===== src/rtl/seg7_scan_ctrl.sv =====
// Multiplexed 7-segment scan controller: frame-latched hex data, divided digit walk,
// dead-time per slot and optional leading-zero blanking. All outputs are registered.
module seg7_scan_ctrl #(
  parameter int DIGITS         = 8,
  parameter int DIV            = 50000,
  parameter int GAP            = 2,
  parameter int SEL_ACTIVE_LOW = 1
) (
  input  logic                  iCLK,
  input  logic                  iRST,
  input  logic                  iEN,
  input  logic [4*DIGITS-1:0]   iDATA,
  input  logic [DIGITS-1:0]     iDP,
  input  logic                  iLZB,
  output logic [3:0]            oDIG,
  output logic                  oDP,
  output logic [DIGITS-1:0]     oSEL,
  output logic                  oFRAME
);

  localparam int CW = (DIV > 2) ? $clog2(DIV) : 1;
  localparam int IW = $clog2(DIGITS);
  localparam logic [CW-1:0]     CNT_LAST = CW'(DIV - 1);
  localparam logic [CW-1:0]     CNT_GAP  = CW'(GAP);
  localparam logic [IW-1:0]     IDX_LAST = IW'(DIGITS - 1);
  localparam logic [DIGITS-1:0] SEL_OFF  = (SEL_ACTIVE_LOW != 0) ? {DIGITS{1'b1}} : {DIGITS{1'b0}};

  logic [CW-1:0]       cnt_q, cnt_d;
  logic [IW-1:0]       idx_q, idx_d;
  logic [4*DIGITS-1:0] shadow_q, shadow_d;
  logic [DIGITS-1:0]   dp_shadow_q, dp_shadow_d;
  logic                load_pend_q, load_pend_d;
  logic [3:0]          dig_q, dig_d;
  logic                dp_q, dp_d;
  logic [DIGITS-1:0]   sel_q, sel_d;
  logic                frame_q, frame_d;

  logic                tick;
  logic                wrap;
  logic [3:0]          nib [DIGITS];
  logic [DIGITS-1:0]   zero_from;
  logic                all_zero;
  logic                blank;
  logic                on;
  logic [DIGITS-1:0]   sel_oh;

  always_comb begin
    tick        = (cnt_q == CNT_LAST);
    wrap        = tick && (idx_q == IDX_LAST);
    cnt_d       = tick ? '0 : cnt_q + 1'b1;
    idx_d       = idx_q;
    if (tick) begin
      idx_d = (idx_q == IDX_LAST) ? '0 : idx_q + 1'b1;
    end
    load_pend_d = 1'b0;
    shadow_d    = shadow_q;
    dp_shadow_d = dp_shadow_q;
    // Latch the next frame's content only at the frame boundary so a digit never tears.
    if (wrap || load_pend_q) begin
      shadow_d    = iDATA;
      dp_shadow_d = iDP;
    end
    frame_d = wrap;

    for (int i = 0; i < DIGITS; i++) begin
      nib[i] = shadow_q[4*i +: 4];
    end
    // zero_from[i]: every nibble from i up to the most significant digit is zero.
    all_zero = 1'b1;
    for (int i = DIGITS - 1; i >= 0; i--) begin
      all_zero     = all_zero && (nib[i] == 4'h0);
      zero_from[i] = all_zero;
    end
    blank = iLZB && (idx_q != '0) && zero_from[idx_q];
    on    = iEN && (cnt_q >= CNT_GAP) && !blank;

    dig_d         = nib[idx_q];
    dp_d          = dp_shadow_q[idx_q] && on;
    sel_oh        = '0;
    sel_oh[idx_q] = on;
    sel_d         = (SEL_ACTIVE_LOW != 0) ? ~sel_oh : sel_oh;
  end

  always_ff @(posedge iCLK or posedge iRST) begin
    if (iRST) begin
      cnt_q       <= '0;
      idx_q       <= '0;
      shadow_q    <= '0;
      dp_shadow_q <= '0;
      load_pend_q <= 1'b1;
      dig_q       <= '0;
      dp_q        <= 1'b0;
      sel_q       <= SEL_OFF;
      frame_q     <= 1'b0;
    end else begin
      cnt_q       <= cnt_d;
      idx_q       <= idx_d;
      shadow_q    <= shadow_d;
      dp_shadow_q <= dp_shadow_d;
      load_pend_q <= load_pend_d;
      dig_q       <= dig_d;
      dp_q        <= dp_d;
      sel_q       <= sel_d;
      frame_q     <= frame_d;
    end
  end

  assign oDIG   = dig_q;
  assign oDP    = dp_q;
  assign oSEL   = sel_q;
  assign oFRAME = frame_q;

endmodule


===== config.mk =====
export PLATFORM = sky130hd
export DESIGN_NAME = seg7_scan_ctrl
export DESIGN_NICKNAME = d
export VERILOG_FILES = /design/src/rtl/seg7_scan_ctrl.sv
export SDC_FILE = /design/constraint.sdc
export NUM_CORES = 1
export LEC_CHECK = 0
export CORE_MARGIN = 2
export CORE_UTILIZATION = 25
export CTS_CLUSTER_DIAMETER = 40
export DETAILED_ROUTE_END_ITERATION = 8
export GPL_TIMING_DRIVEN = 0
export SYNTH_ARGS = -nofsm -noshare
export SYNTH_HDL_FRONTEND = slang
export SYNTH_SLANG_ARGS = --single-unit

===== constraint.sdc =====
create_clock -name iCLK -period 3.1 [get_ports iCLK]
set_input_delay 0.31 -clock iCLK [delete_from_list [all_inputs] [get_ports iCLK]]
set_output_delay 0.31 -clock iCLK [all_outputs]
set_load 0.01 [all_outputs]

## Word level (Yosys, flattened, before mapping)

Index checks and enable logic that the tools add are counted.

- Register bits after elaboration: 74
- Input bits: 44
- Word-level logic and storage cells: 56
- Output and inout port bits: 14

- Add/sub/neg operators: 2
- Equal/unequal tests: 2
- Magnitude comparators: 4
- Bitwise logic cells: 3
- Multiplexer cells: 11
- Reduce and logical (&&, ||, !) cells: 25

Operator list:

| operator | number |
|---|---|
| $logic_not 4->1 | 8 |
| $add 16x1->16 const B | 1 |
| $eq 16x16->1 const B | 1 |
| $ge 16x2->1 const B | 1 |
| $mux 16 | 1 |
| $logic_and 1x1->1 | 14 |
| $bmux 4 s3 | 1 |
| $and 8x8->8 | 1 |
| $mux 4 | 2 |
| $not 8->8 | 1 |
| $bmux 1 s3 | 2 |
| $ge 4x4->1 const B | 1 |
| $lt 3x4->1 const B | 1 |
| $not 3->4 | 1 |
| $add 3x1->3 const B | 1 |
| $demux 1 s3 | 1 |
| $eq 3x3->1 const B | 1 |
| $ge 3x1->1 const B | 1 |
| $mux 1 | 3 |
| $mux 3 | 1 |
| $reduce_bool 3->1 | 1 |
| $logic_not 1->1 | 1 |
| $logic_or 1x1->1 | 1 |

## Depth between registers and ports, before layout

Gate-level depths: netlist (run 1).

- Depth in word-level cells: 15
- Depth in mapped cells: 7
- Mapped depth without buffers: 7

## Least setup slack after synthesis (run 1)

OpenSTA, ideal clock, no wires.

- Path kind: reg2reg
- From: reg cnt_q[1]
- To: reg dp_shadow_q[0]
- Stages on the path, launching flop included: 7
- Clock period less this slack: 1,962 ps
- Slack: 1,138 ps
- Arrival: 1,837 ps
- Cell sequence: dfrtp_1 ha_1 nand3_1 nor4_4 a21oi_2 buf_6 mux2_4

- Word-level cells in the longest chain between the ends: 3

Ends and longest elaborated chain:

| what | line | RTL |
|---|---|---|
| from (decl) | 28 | `logic [CW-1:0] cnt_q, cnt_d;` |
| from (signal assigned) | 96 | `cnt_q <= cnt_d;` |
| $eq 16x16->1 | 48 | `tick = (cnt_q == CNT_LAST);` |
| $logic_and 1x1->1 | 49 | `wrap = tick && (idx_q == IDX_LAST);` |
| $logic_or 1x1->1 | 59 | `if (wrap \|\| load_pend_q) begin` |
| to (signal assigned) | 99 | `dp_shadow_q <= dp_shadow_d;` |
| to (decl) | 31 | `logic [DIGITS-1:0] dp_shadow_q, dp_shadow_d;` |

No other way between the ends.
A chain may end at the register's enable or synchronous reset.

## Worst setup path after layout (run 1)

- From: reg cnt_q[1]
- To: reg shadow_q[2]

- Word-level cells in the longest chain between the ends: 3

Ends and longest elaborated chain:

| what | line | RTL |
|---|---|---|
| $eq 16x16->1 | 48 |  |
| $logic_and 1x1->1 | 49 |  |
| $logic_or 1x1->1 | 59 |  |
| to (signal assigned) | 98 | `shadow_q <= shadow_d;` |
| to (decl) | 30 | `logic [4*DIGITS-1:0] shadow_q, shadow_d;` |

No other way between the ends.

==> results of run 1 <==
## logic make-up (layout without fill, tap and decap cells)
group / after synthesis / after routing / synth area share [%]
AO/OA/AOI/OAI: 16 / 16 / 3.14
multiplexers: 52 / 52 / 22.5
adder cells (fa/ha/maj): 5 / 5 / 1.77
AND/OR/NAND/NOR: 98 / 98 / 13.7
XOR/XNOR: 14 / 14 / 3.46
flip-flops: 74 / 74 / 52.6
buffers and inverters: 17 / 90 / 2.68
other: 1 / 1 / 0.106
## metal layers
metal | track usage, % | up-vias | part of all wire [%]
met3 | 4.38 | 12 | 6.1
met2 | 16.8 | 44 | 45
met5 | 0 | - | 0
met1 | 15.2 | 1153 | 47
met4 | 5.75 | 0 | 1.8
li1 | - | 1127 | -
## per-stage QoR
stage	TNS, ps	util (%)
after floorplan	0	-
after global placement	-15170	31.3
after detailed placement	0	31.3
after CTS	0	33.2
after global routing	0	33.2
final	0	33.2
## cell usage after synthesis (2+ instances only)
library cell,number
sky130_fd_sc_hd__dfrtp_1,65
sky130_fd_sc_hd__mux2_4,40
sky130_fd_sc_hd__nand2_1,25
sky130_fd_sc_hd__nor2_1,24
sky130_fd_sc_hd__nand3_1,14
sky130_fd_sc_hd__nor4_1,11
sky130_fd_sc_hd__dfstp_2,9
sky130_fd_sc_hd__xor2_1,9
sky130_fd_sc_hd__mux4_2,6
sky130_fd_sc_hd__nor3_1,6
sky130_fd_sc_hd__and3_1,5
sky130_fd_sc_hd__clkbuf_1,5
sky130_fd_sc_hd__ha_1,5
sky130_fd_sc_hd__mux2i_1,5
sky130_fd_sc_hd__xnor2_1,5
sky130_fd_sc_hd__buf_6,4
sky130_fd_sc_hd__nand4_1,4
sky130_fd_sc_hd__a21oi_1,3
sky130_fd_sc_hd__inv_1,3
sky130_fd_sc_hd__o21ai_0,3
sky130_fd_sc_hd__a211oi_1,2
sky130_fd_sc_hd__buf_1,2
sky130_fd_sc_hd__nand3b_1,2
## registers in the layout, indices dropped and copies added (netlist names)
name,flops
shadow_q,32
oFRAME,1
oDP,1
oSEL,8
load_pend_q,1
cnt_q,16
oDIG,4
idx_q,3
dp_shadow_q,8
## power breakdown
group	switching (mW)	internal, mW	total (mW)
combinational	0.0761	0.161	0.237
sequential	0.0525	1.03	1.08
clock	0.377	0.560	0.937
## path summary, 6_finish.rpt
| check | from | to | slack [ps] | cells past startpoint |
|---|---|---|---|---|
| setup / recovery | cnt_q[1]$_DFF_PP0_ | shadow_q[2]$_DFFE_PP0P_ | 870 | 6 |
| hold / removal | cnt_q[7]$_DFF_PP0_ | cnt_q[7]$_DFF_PP0_ | 490 | 1 |
| setup reg to reg | cnt_q[1]$_DFF_PP0_ | shadow_q[2]$_DFFE_PP0P_ | 870 | 6 |
| hold reg to reg | cnt_q[7]$_DFF_PP0_ | cnt_q[7]$_DFF_PP0_ | 490 | 1 |
| max in group asynchronous | iRST | oDP$_DFF_PP0_ | 1980 | 2 |
| min in group asynchronous | iRST | dp_shadow_q[2]$_DFFE_PP0P_ | 520 | 2 |
## worst max-delay path, delay by kind of cell, from the launching register on
| kind | cells | cell delay (ps) |
|---|---|---|
| AO/OA/AOI/OAI | 1 | 180 |
| adder cells (fa/ha/maj) | 1 | 210 |
| buffers and inverters | 1 | 200 |
| flip-flops | 1 | 410 |
| multiplexers | 1 | 300 |
| AND/OR/NAND/NOR | 2 | 820 |
## placed cells by master, fill, tap and decap left out, types with 2 or more instances in the layout
cell type                          n
sky130_fd_sc_hd__clkbuf_1          8
sky130_fd_sc_hd__xor2_1            9
sky130_fd_sc_hd__nor3_1            6
sky130_fd_sc_hd__nand2_1          25
sky130_fd_sc_hd__mux2i_1           5
sky130_fd_sc_hd__ha_1              5
sky130_fd_sc_hd__clkinv_2          3
sky130_fd_sc_hd__o21ai_0           3
sky130_fd_sc_hd__mux2_4           40
sky130_fd_sc_hd__nor4_1           11
sky130_fd_sc_hd__dfrtp_1          65
sky130_fd_sc_hd__nand3b_1          2
sky130_fd_sc_hd__inv_1             2
sky130_fd_sc_hd__buf_1             2
sky130_fd_sc_hd__and3_1            5
sky130_fd_sc_hd__nor2_1           24
sky130_fd_sc_hd__buf_6             4
sky130_fd_sc_hd__clkdlybuf4s50_1  57
sky130_fd_sc_hd__clkbuf_16         9
sky130_fd_sc_hd__dfstp_2           9
sky130_fd_sc_hd__a21oi_1           3
sky130_fd_sc_hd__xnor2_1           5
sky130_fd_sc_hd__nand3_1          14
sky130_fd_sc_hd__nand4_1           4
sky130_fd_sc_hd__mux4_2            6
sky130_fd_sc_hd__a211oi_1          2
## cell type report
cell class	count	area, µm²
tap	180	225
clock buffer	13	250
timing repair buffer	57	571
clock inverter	3	15.0
fill	1355	9280
sequential	74	1860
buffer	12	76.3
multi-input combinational	186	1580
inverter	5	21.3
==> impl_summary.log, run 1 <==
INFO  metric grt_pass1_wl = 13,100 µm
INFO  metric synth_seq_cells = 74
INFO  metric maxCapViolCount = 0
INFO  metric achievable-frequency = 0.448 GHz
INFO  metric final_layout_size_suffix_gt1_share = 22.3%
INFO  metric worst-path-max-fanout = 10
INFO  metric critPathCaptureType = flip-flop
INFO  metric mappedNetlistNets = 326
INFO  metric vdd_ir_drop_max = 0.290 mV
INFO  metric rsz_0062_raised_after_global_routing = no
INFO  metric synth_largest_type_area_fraction = 45.9%
INFO  metric report.power.total = 2.25 mW
INFO  metric clkSlewWorstSetupHoldPaths = 60 ps
INFO  metric cts_repair_resize_count = 0
INFO  metric tritoncts_num_sinks = 74
INFO  metric max-clock-path-buffers = 2
INFO  metric detailed_router_s_first_iteration_violation_count = 114
INFO  metric synth_area = 3540 µm²
INFO  metric clk_root_buffer_cell = sky130_fd_sc_hd__clkbuf_16
INFO  metric finalHoldViolations = 0
INFO  metric power_density_of_the_placed_cells = 490 nW/µm²
INFO  metric postSynth.asyncResetShare = 100%
INFO  metric power.static_leakage = 2.04 nW
INFO  metric slew_viol_final = 0
INFO  metric tritoncts_clock_tree = built
INFO  metric grt_antenna_before_repair = 0
INFO  metric design.die.area = 15,100 µm²
INFO  metric post_synth_num_cell_types = 43
INFO  metric final_antenna_net_count = 0
INFO  metric die_width = 123 µm
INFO  metric synth.yosys.seq_area_share = 52.6%
INFO  metric place.port_buffers = 57
INFO  metric worstPathCellList = ha_1 > nand3_1 > nor4_4 > a21oi_2 > buf_6 > mux2_4
INFO  metric cts_hold_repair_buffers = 0
INFO  metric global_route.overflow_total = 0
INFO  metric floorplan.initialDensity = 25.5%
INFO  metric clock_tree_skew_after_final_layout = 7.47 ps
INFO  metric syn-instance-count = 277
INFO  metric whs = 490 ps
INFO  metric timing.hold.worst.class = reg2reg
INFO  metric drt_pre_antenna_iters = 4
INFO  metric post_synth_edffs = 0
INFO  metric crit_type = reg2reg
INFO  metric yosysWarnings = 0
INFO  metric core-area = 13,900 µm²
INFO  metric worst_ep_required_time = 3320 ps
INFO  metric placement.setup.worst_slack = 876 ps
INFO  metric postSynthAreaPerCell = 12.8 µm²
INFO  metric num_antenna_cells = 0
INFO  metric drc = 0
INFO  metric critical-path-slowest-cell = sky130_fd_sc_hd__nor4_4
INFO  metric die_height = 123 µm
INFO  metric vias_post_dr = 2,336
INFO  metric crit_path_largest_cell_delay = 510 ps
INFO  metric dp.cells = 514
INFO  metric layout-area-overhead-vs-synth = 30.0%
INFO  metric layout_min_cycle_time = 2230 ps
INFO  metric critical_path_startpoint_category = flip-flop
INFO  metric post-dp-hpwl = 6030 µm
INFO  metric synthTopCellsByArea = sky130_fd_sc_hd__dfrtp_1 46%, sky130_fd_sc_hd__mux2_4 17%, sky130_fd_sc_hd__dfstp_2 6.7%
INFO  metric timing.max_slew.rel_slack = 39.9%
INFO  metric clock_tree.htree_level_count = 3
INFO  metric grt_max_degree = 75
INFO  metric finalWeightedCongestion = 0.832
INFO  metric post-synth-top-area-cell = sky130_fd_sc_hd__dfrtp_1
INFO  metric avgRoutedWirePerCell = 15.1 µm
INFO  metric cts_buffers = 9
INFO  metric worstSkewPairLatency = 340 ps
INFO  metric design.portCount = 58
INFO  metric postLayoutSetupSlackWorst = 867 ps
INFO  metric final_area = 4610 µm²
INFO  metric std_cell_rows = 43
INFO  metric yosys_most_used_dff = sky130_fd_sc_hd__dfrtp_1
INFO  metric routed_wirelength = 8030 µm
INFO  metric globalRouteTotalUtil = 11.6%
INFO  metric num-nets-final = 394
INFO  metric first_global_vias = 2,463
INFO  metric drt-vias-per-instance = 4.41
INFO  metric setup_viol = 0
INFO  metric worstPathArrival = 2450 ps
INFO  metric layoutNonFillerInstCount = 530
INFO  metric max_slew.worst_pin.slew = 901 ps
INFO  metric fin_crit_sh = 72.0%
INFO  metric cts_setup_buffers = 0
INFO  metric placedInstanceArea = 4340 µm²
INFO  metric run_status = finished, final reports clean
(Power assumes the default switching activity.)
==> run 2: changes to the inputs <==
clock period = 2.05 ns   (was 3.1 ns; I/O delays follow)
==> run 2 against run 1 <==
Non-clock buffer count rose by 6. Core utilization is 0.73 points higher. Sequential power is 52% higher. Critical path depth stayed put. Power is 56% higher. Global-route usage hardly changed. Fmax grew 15%. Via count rose by 0.73%.
==> impl_summary.log, run 2 (synthesized netlist as in run 1, its figures left out) <==
INFO  metric run_status = finished, final reports clean
INFO  metric drt-vias-per-instance = 4.40
INFO  metric maxCapViolCount = 0
INFO  metric global_route.overflow_total = 0
INFO  metric grt_antenna_before_repair = 0
INFO  metric first_global_vias = 2,506
INFO  metric core-area = 13,900 µm²
INFO  metric mostFrequentLayoutCells = 65 x sky130_fd_sc_hd__dfrtp_1, 57 x sky130_fd_sc_hd__clkdlybuf4s50_1, 40 x sky130_fd_sc_hd__mux2_4
INFO  metric die_height = 123 µm
INFO  metric power.share.sequential = 46.5%
INFO  metric whs = 319 ps
INFO  metric cts_buffers = 9
INFO  metric max-clock-path-buffers = 2
INFO  metric power_density_of_the_placed_cells = 748 nW/µm²
INFO  metric clk_root_buffer_cell = sky130_fd_sc_hd__clkbuf_16
INFO  metric max_slew.worst_pin.slew = 678 ps
INFO  metric comb_power_share = 10.3%
INFO  metric post-dp-hpwl = 6170 µm
INFO  metric place.port_buffers = 57
INFO  metric final_layout_size_suffix_gt1_share = 25.1%
INFO  metric std_cell_rows = 43
INFO  metric globalRouteTotalUtil = 11.6%
INFO  metric clock_tree_skew_after_final_layout = 5.10 ps
INFO  metric die_width = 123 µm
INFO  metric clkSlewWorstSetupHoldPaths = 50 ps
INFO  metric final_antenna_net_count = 0
INFO  metric drc = 0
INFO  metric slew_viol_final = 0
INFO  metric cell_internal_pwr = 2.77 mW
INFO  metric largest_register_ffs = 32
INFO  metric critPathCaptureType = flip-flop
INFO  metric routed_wirelength = 8080 µm
INFO  metric registers_with_the_highest_flip_flop_counts = shadow_q: 32 flops, cnt_q: 16 flops
INFO  metric drt_pre_antenna_iters = 4
INFO  metric worst-path-max-fanout = 8
INFO  metric detailed_router_s_first_iteration_violation_count = 104
INFO  metric vdd_ir_drop_max = 0.332 mV
INFO  metric critical_path_startpoint_category = flip-flop
INFO  metric commonest_non_fill_non_tap_cell_in_the_layout = sky130_fd_sc_hd__dfrtp_1
INFO  metric design.die.area = 15,100 µm²
INFO  metric avgRoutedWirePerCell = 15.1 µm
INFO  metric vias_post_dr = 2,353
INFO  metric timing.max_slew.rel_slack = 54.7%
INFO  metric crit_type = reg2reg
INFO  metric largest_register = shadow_q
INFO  metric layout_min_cycle_time = 1950 ps
INFO  metric timing.hold.worst.class = in2async
INFO  metric worst_ep_required_time = 2280 ps
INFO  metric layout-area-overhead-vs-synth = 32.9%
INFO  metric finalHoldViolations = 0
INFO  metric power.static_leakage = 2.08 nW
INFO  metric setup_viol = 0
INFO  metric power.clock.fraction = 43.2%
INFO  metric fin_crit_sh = 95.1%
INFO  metric swShare = 21.4%
INFO  metric finalWeightedCongestion = 0.835
INFO  metric worstSkewPairLatency = 340 ps
INFO  metric tritoncts_num_sinks = 74
INFO  metric num-nets-final = 400
INFO  metric grt_pass1_wl = 13,100 µm
INFO  metric grt_max_degree = 44
INFO  metric tritoncts_clock_tree = built
INFO  metric finalCoreUtilization = 33.9%
INFO  metric worstPathArrival = 2180 ps
INFO  metric cts_hold_repair_buffers = 0
INFO  metric num_antenna_cells = 0
INFO  metric floorplan.initialDensity = 25.5%
INFO  metric clock_tree.htree_level_count = 3
INFO  metric design.portCount = 58
INFO  metric dp.cells = 515
INFO  metric achievable-frequency = 0.513 GHz
INFO  metric p_switching = 754 µW
INFO  metric layoutNonFillerInstCount = 535
## run 2: metal layers
layer / track usage (%) / wire length (µm)
met5: 0 / 0
met1: 15.1 / 3620
met3: 3.83 / 520
met4: 4.90 / 139
met2: 17.6 / 3810
## run 2: final timing paths
check / to / slack, ps / startpoint / cells past startpoint
setup reg to reg: oSEL[3]$_DFF_PP1_ / 100 / idx_q[1]$_DFFE_PP0N_ / 6
max in group asynchronous: load_pend_q$_DFF_PP1_ / 1050 / iRST / 3
min in group iCLK: shadow_q[7]$_DFFE_PP0P_ / 480 / iDATA[7] / 2
hold reg to reg: cnt_q[7]$_DFF_PP0_ / 500 / cnt_q[7]$_DFF_PP0_ / 1
setup / recovery: oSEL[3]$_DFF_PP1_ / 100 / idx_q[1]$_DFFE_PP0N_ / 6
hold / removal: dp_shadow_q[2]$_DFFE_PP0P_ / 320 / iRST / 2
## run 2: cell type report
type	instances	area, µm²
repair buffers	63	628
inverters	5	26.3
clock buffers	12	246
clock inverters	3	40.0
fillers	1347	9170
well taps	180	225
flip-flops and latches	74	1860
plain buffers	12	78.8
multi-input cells	186	1600
## run 2: critical path, stage by stage, from the launching register on
cell	delay, ps
sky130_fd_sc_hd__dfrtp_1	340
sky130_fd_sc_hd__buf_2	250
sky130_fd_sc_hd__clkinvlp_4	210
sky130_fd_sc_hd__nor3_1	350
sky130_fd_sc_hd__nor3b_1	110
sky130_fd_sc_hd__a211oi_1	430
sky130_fd_sc_hd__nand3_1	150
## run 2: power groups by stage
stage | clock (mW) | sequential (mW) | combinational [mW]
floorplan | 0 | 1.63 | 0.219
CTS | 1.56 | 1.63 | 0.372
global route | 1.62 | 1.65 | 0.396
finish | 1.52 | 1.64 | 0.364
detailed placement | 0 | 1.66 | 0.370
global placement | 0 | 1.66 | 0.359
## run 2: metrics by stage
step / setup slack (ps) / total power, mW / instance area (µm²) / setup TNS, ps
after CTS: 41.1 / 3.57 / 4660 / 0
final: 101 / 3.52 / 4710 / 0
after global routing: -75.4 / 3.67 / 4710 / -146
after floorplan: 88.2 / 1.85 / 3550 / 0
after detailed placement: -153 / 2.03 / 4360 / -5550
after global placement: -118 / 2.01 / 4340 / -4450
## run 2: timing repair
action / in CTS / in global routing
hold endpoints to repair: 0 / 0
endpoints found under the setup margin: 44 / 47
pin swaps: 2 / 1
resized for setup: 1 / 5
setup buffers: 2 / 3
==> run 3: changes to the inputs <==
CORE_UTILIZATION = 48   (was 25)
PLACE_DENSITY = 0.76   (was unset)
==> run 3 against run 2 <==
Count of clock-buffer cells in the layout stayed put. Setup slack improved by 7.8 ps. Clock skew grew 4.3 ps. Routed wire length is 10% lower. Largest cell class unchanged. Largest power group unchanged.
==> impl_summary.log, run 3 (synthesized netlist as in run 1, its figures left out) <==
INFO  metric tritoncts_num_sinks = 74
INFO  metric area_occupied_by_multi_input_gates = 1620 µm²
INFO  metric swShare = 23.5%
INFO  metric crit_path_largest_cell_delay = 440 ps
INFO  metric largest_register_ffs = 32
INFO  metric max_slew.worst_pin.slew = 505 ps
INFO  metric power.share.sequential = 55.7%
INFO  metric cell_internal_pwr = 2.24 mW
INFO  metric num_antenna_cells = 0
INFO  metric comb_power_share = 12.5%
INFO  metric cts_hold_repair_buffers = 0
INFO  metric worstPathArrival = 2160 ps
INFO  metric final_antenna_net_count = 0
INFO  metric power.static_leakage = 2.04 nW
INFO  metric grt_pass1_wl = 12,400 µm
INFO  metric clkSlewWorstSetupHoldPaths = 70 ps
INFO  metric clock_tree_skew_after_final_layout = 9.37 ps
INFO  metric power_density_of_the_placed_cells = 647 nW/µm²
INFO  metric rrSetupSlack = 110 ps
INFO  metric critPathTopFamily = simple AND/OR/NAND/NOR gates
INFO  metric clock_tree.htree_level_count = 3
INFO  metric drt-vias-per-instance = 5.27
INFO  metric maxCapViolCount = 0
INFO  metric design.die.area = 8080 µm²
INFO  metric path_buf_inv = 1
INFO  metric placedInstanceArea = 4280 µm²
INFO  metric core-area = 7210 µm²
INFO  metric critPathCaptureType = flip-flop
INFO  metric grt_antenna_before_repair = 0
INFO  metric cts_buffers = 9
INFO  metric achievable-frequency = 0.515 GHz
INFO  metric grt_max_degree = 30
INFO  metric layout-area-overhead-vs-synth = 27.6%
INFO  metric registers_with_the_highest_flip_flop_counts = shadow_q: 32 flops, cnt_q: 16 flops
INFO  metric globalRouteTotalUtil = 19.5%
INFO  metric rsz_0062_raised_after_global_routing = no
INFO  metric critical_path_startpoint_category = flip-flop
INFO  metric post-dp-hpwl = 5410 µm
INFO  metric postLayoutSetupSlackWorst = 108 ps
INFO  metric vias_post_dr = 2,403
INFO  metric worst-path-max-fanout = 10
INFO  metric slew_viol_final = 0
INFO  metric largest_register = shadow_q
INFO  metric vdd_ir_drop_max = 0.331 mV
INFO  metric global_route.overflow_total = 0
INFO  metric die_width = 89.9 µm
INFO  metric worst_ep_required_time = 2270 ps
INFO  metric critical-path-slowest-cell = sky130_fd_sc_hd__dfrtp_1
INFO  metric p_switching = 688 µW
INFO  metric timing.hold.worst.class = in2async
INFO  metric mostFrequentLayoutCells = 65 x sky130_fd_sc_hd__dfrtp_1, 57 x sky130_fd_sc_hd__clkdlybuf4s50_1, 40 x sky130_fd_sc_hd__mux2_4
INFO  metric final_area = 4520 µm²
INFO  metric max-clock-path-buffers = 2
INFO  metric finalSetupTns = 0 ps
INFO  metric report.power.total = 2.92 mW
INFO  metric fin_crit_sh = 94.7%
INFO  metric run_status = finished, final reports clean
INFO  metric worstSkewPairLatency = 350 ps
INFO  metric first_global_vias = 2,494
INFO  metric tritoncts_clock_tree = built
INFO  metric floorplan.initialDensity = 49.1%
INFO  metric drc = 0
INFO  metric place.port_buffers = 57
INFO  metric worstPathCellList = ha_4 > nand3_4 > nor4_4 > a21oi_4 > buf_6 > mux2_4
INFO  metric finalHoldViolations = 0
INFO  metric detailed_router_s_first_iteration_violation_count = 131
INFO  metric setup_viol = 0
INFO  metric drt_pre_antenna_iters = 4
INFO  metric clk_root_buffer_cell = sky130_fd_sc_hd__clkbuf_8
INFO  metric finalWeightedCongestion = 0.874
INFO  metric placement.setup.worst_slack = -182 ps
INFO  metric design.portCount = 58
INFO  metric num-nets-final = 401
INFO  metric layout_min_cycle_time = 1940 ps
INFO  metric power.clock.fraction = 31.7%
INFO  metric fillerInstances = 569
INFO  metric die_height = 89.9 µm
INFO  metric sequential_cell_area = 1860 µm²
INFO  metric std_cell_rows = 31
INFO  metric final_layout_size_suffix_gt1_share = 25.5%
INFO  metric whs = 227 ps
INFO  metric timing.max_slew.rel_slack = 66.3%
INFO  metric crit_type = reg2reg
INFO  metric commonest_non_fill_non_tap_cell_in_the_layout = sky130_fd_sc_hd__dfrtp_1
INFO  metric routed_wirelength = 7270 µm
INFO  metric avgRoutedWirePerCell = 15.9 µm
[run 3: routing by layer]
metal	up-vias	GRT usage [%]	routed length (µm)
li1	1133	-	-
met1	1185	26.6	3290
met2	73	30.6	3470
met3	12	4.02	371
met4	0	8.59	142
met5	-	0	0
[run 3: worst paths after layout]
path | startpoint | endpoint | cells past startpoint
worst max-delay path | cnt_q[0]$_DFF_PP0_ | shadow_q[11]$_DFFE_PP0P_ | 6
worst min-delay path | iRST | dp_shadow_q[0]$_DFFE_PP0P_ | 2
worst max register to register | cnt_q[0]$_DFF_PP0_ | shadow_q[11]$_DFFE_PP0P_ | 6
worst min register to register | cnt_q[7]$_DFF_PP0_ | cnt_q[7]$_DFF_PP0_ | 1
max in group asynchronous | iRST | oSEL[3]$_DFF_PP1_ | 4
min in group iCLK | iDP[0] | dp_shadow_q[0]$_DFFE_PP0P_ | 2
[run 3: final cells by class]
type                    count  area share (%)
multi-input cells         186            35.9
well taps                  99            2.74
flip-flops and latches     74            41.2
clock inverters             4           0.443
repair buffers             64            14.3
inverters                   5           0.581
plain buffers              12            1.80
clock buffers              12            2.99
[run 3: per-stage QoR]
step | std cells | util, %
floorplan | 277 | -
global route | 456 | 62.6
global placement | 433 | 58.8
detailed placement | 435 | 59.3
finish | 456 | 62.6
CTS | 454 | 61.9
[run 3: power by group through the flow]
stage	logic [mW]	clock network (mW)	registers [mW]
finish	0.367	0.927	1.63
global route	0.395	1.01	1.64
CTS	0.371	0.953	1.63
detailed placement	0.370	0	1.65
global placement	0.354	0	1.65
floorplan	0.219	0	1.63
[run 3: repair_timing]
item | CTS | global route
cloned | 0 | 0
gates resized for setup | 1 | 10
pin swaps | 2 | 2
buffers inserted | 3 | 2
setup endpoints to repair | 50 | 50
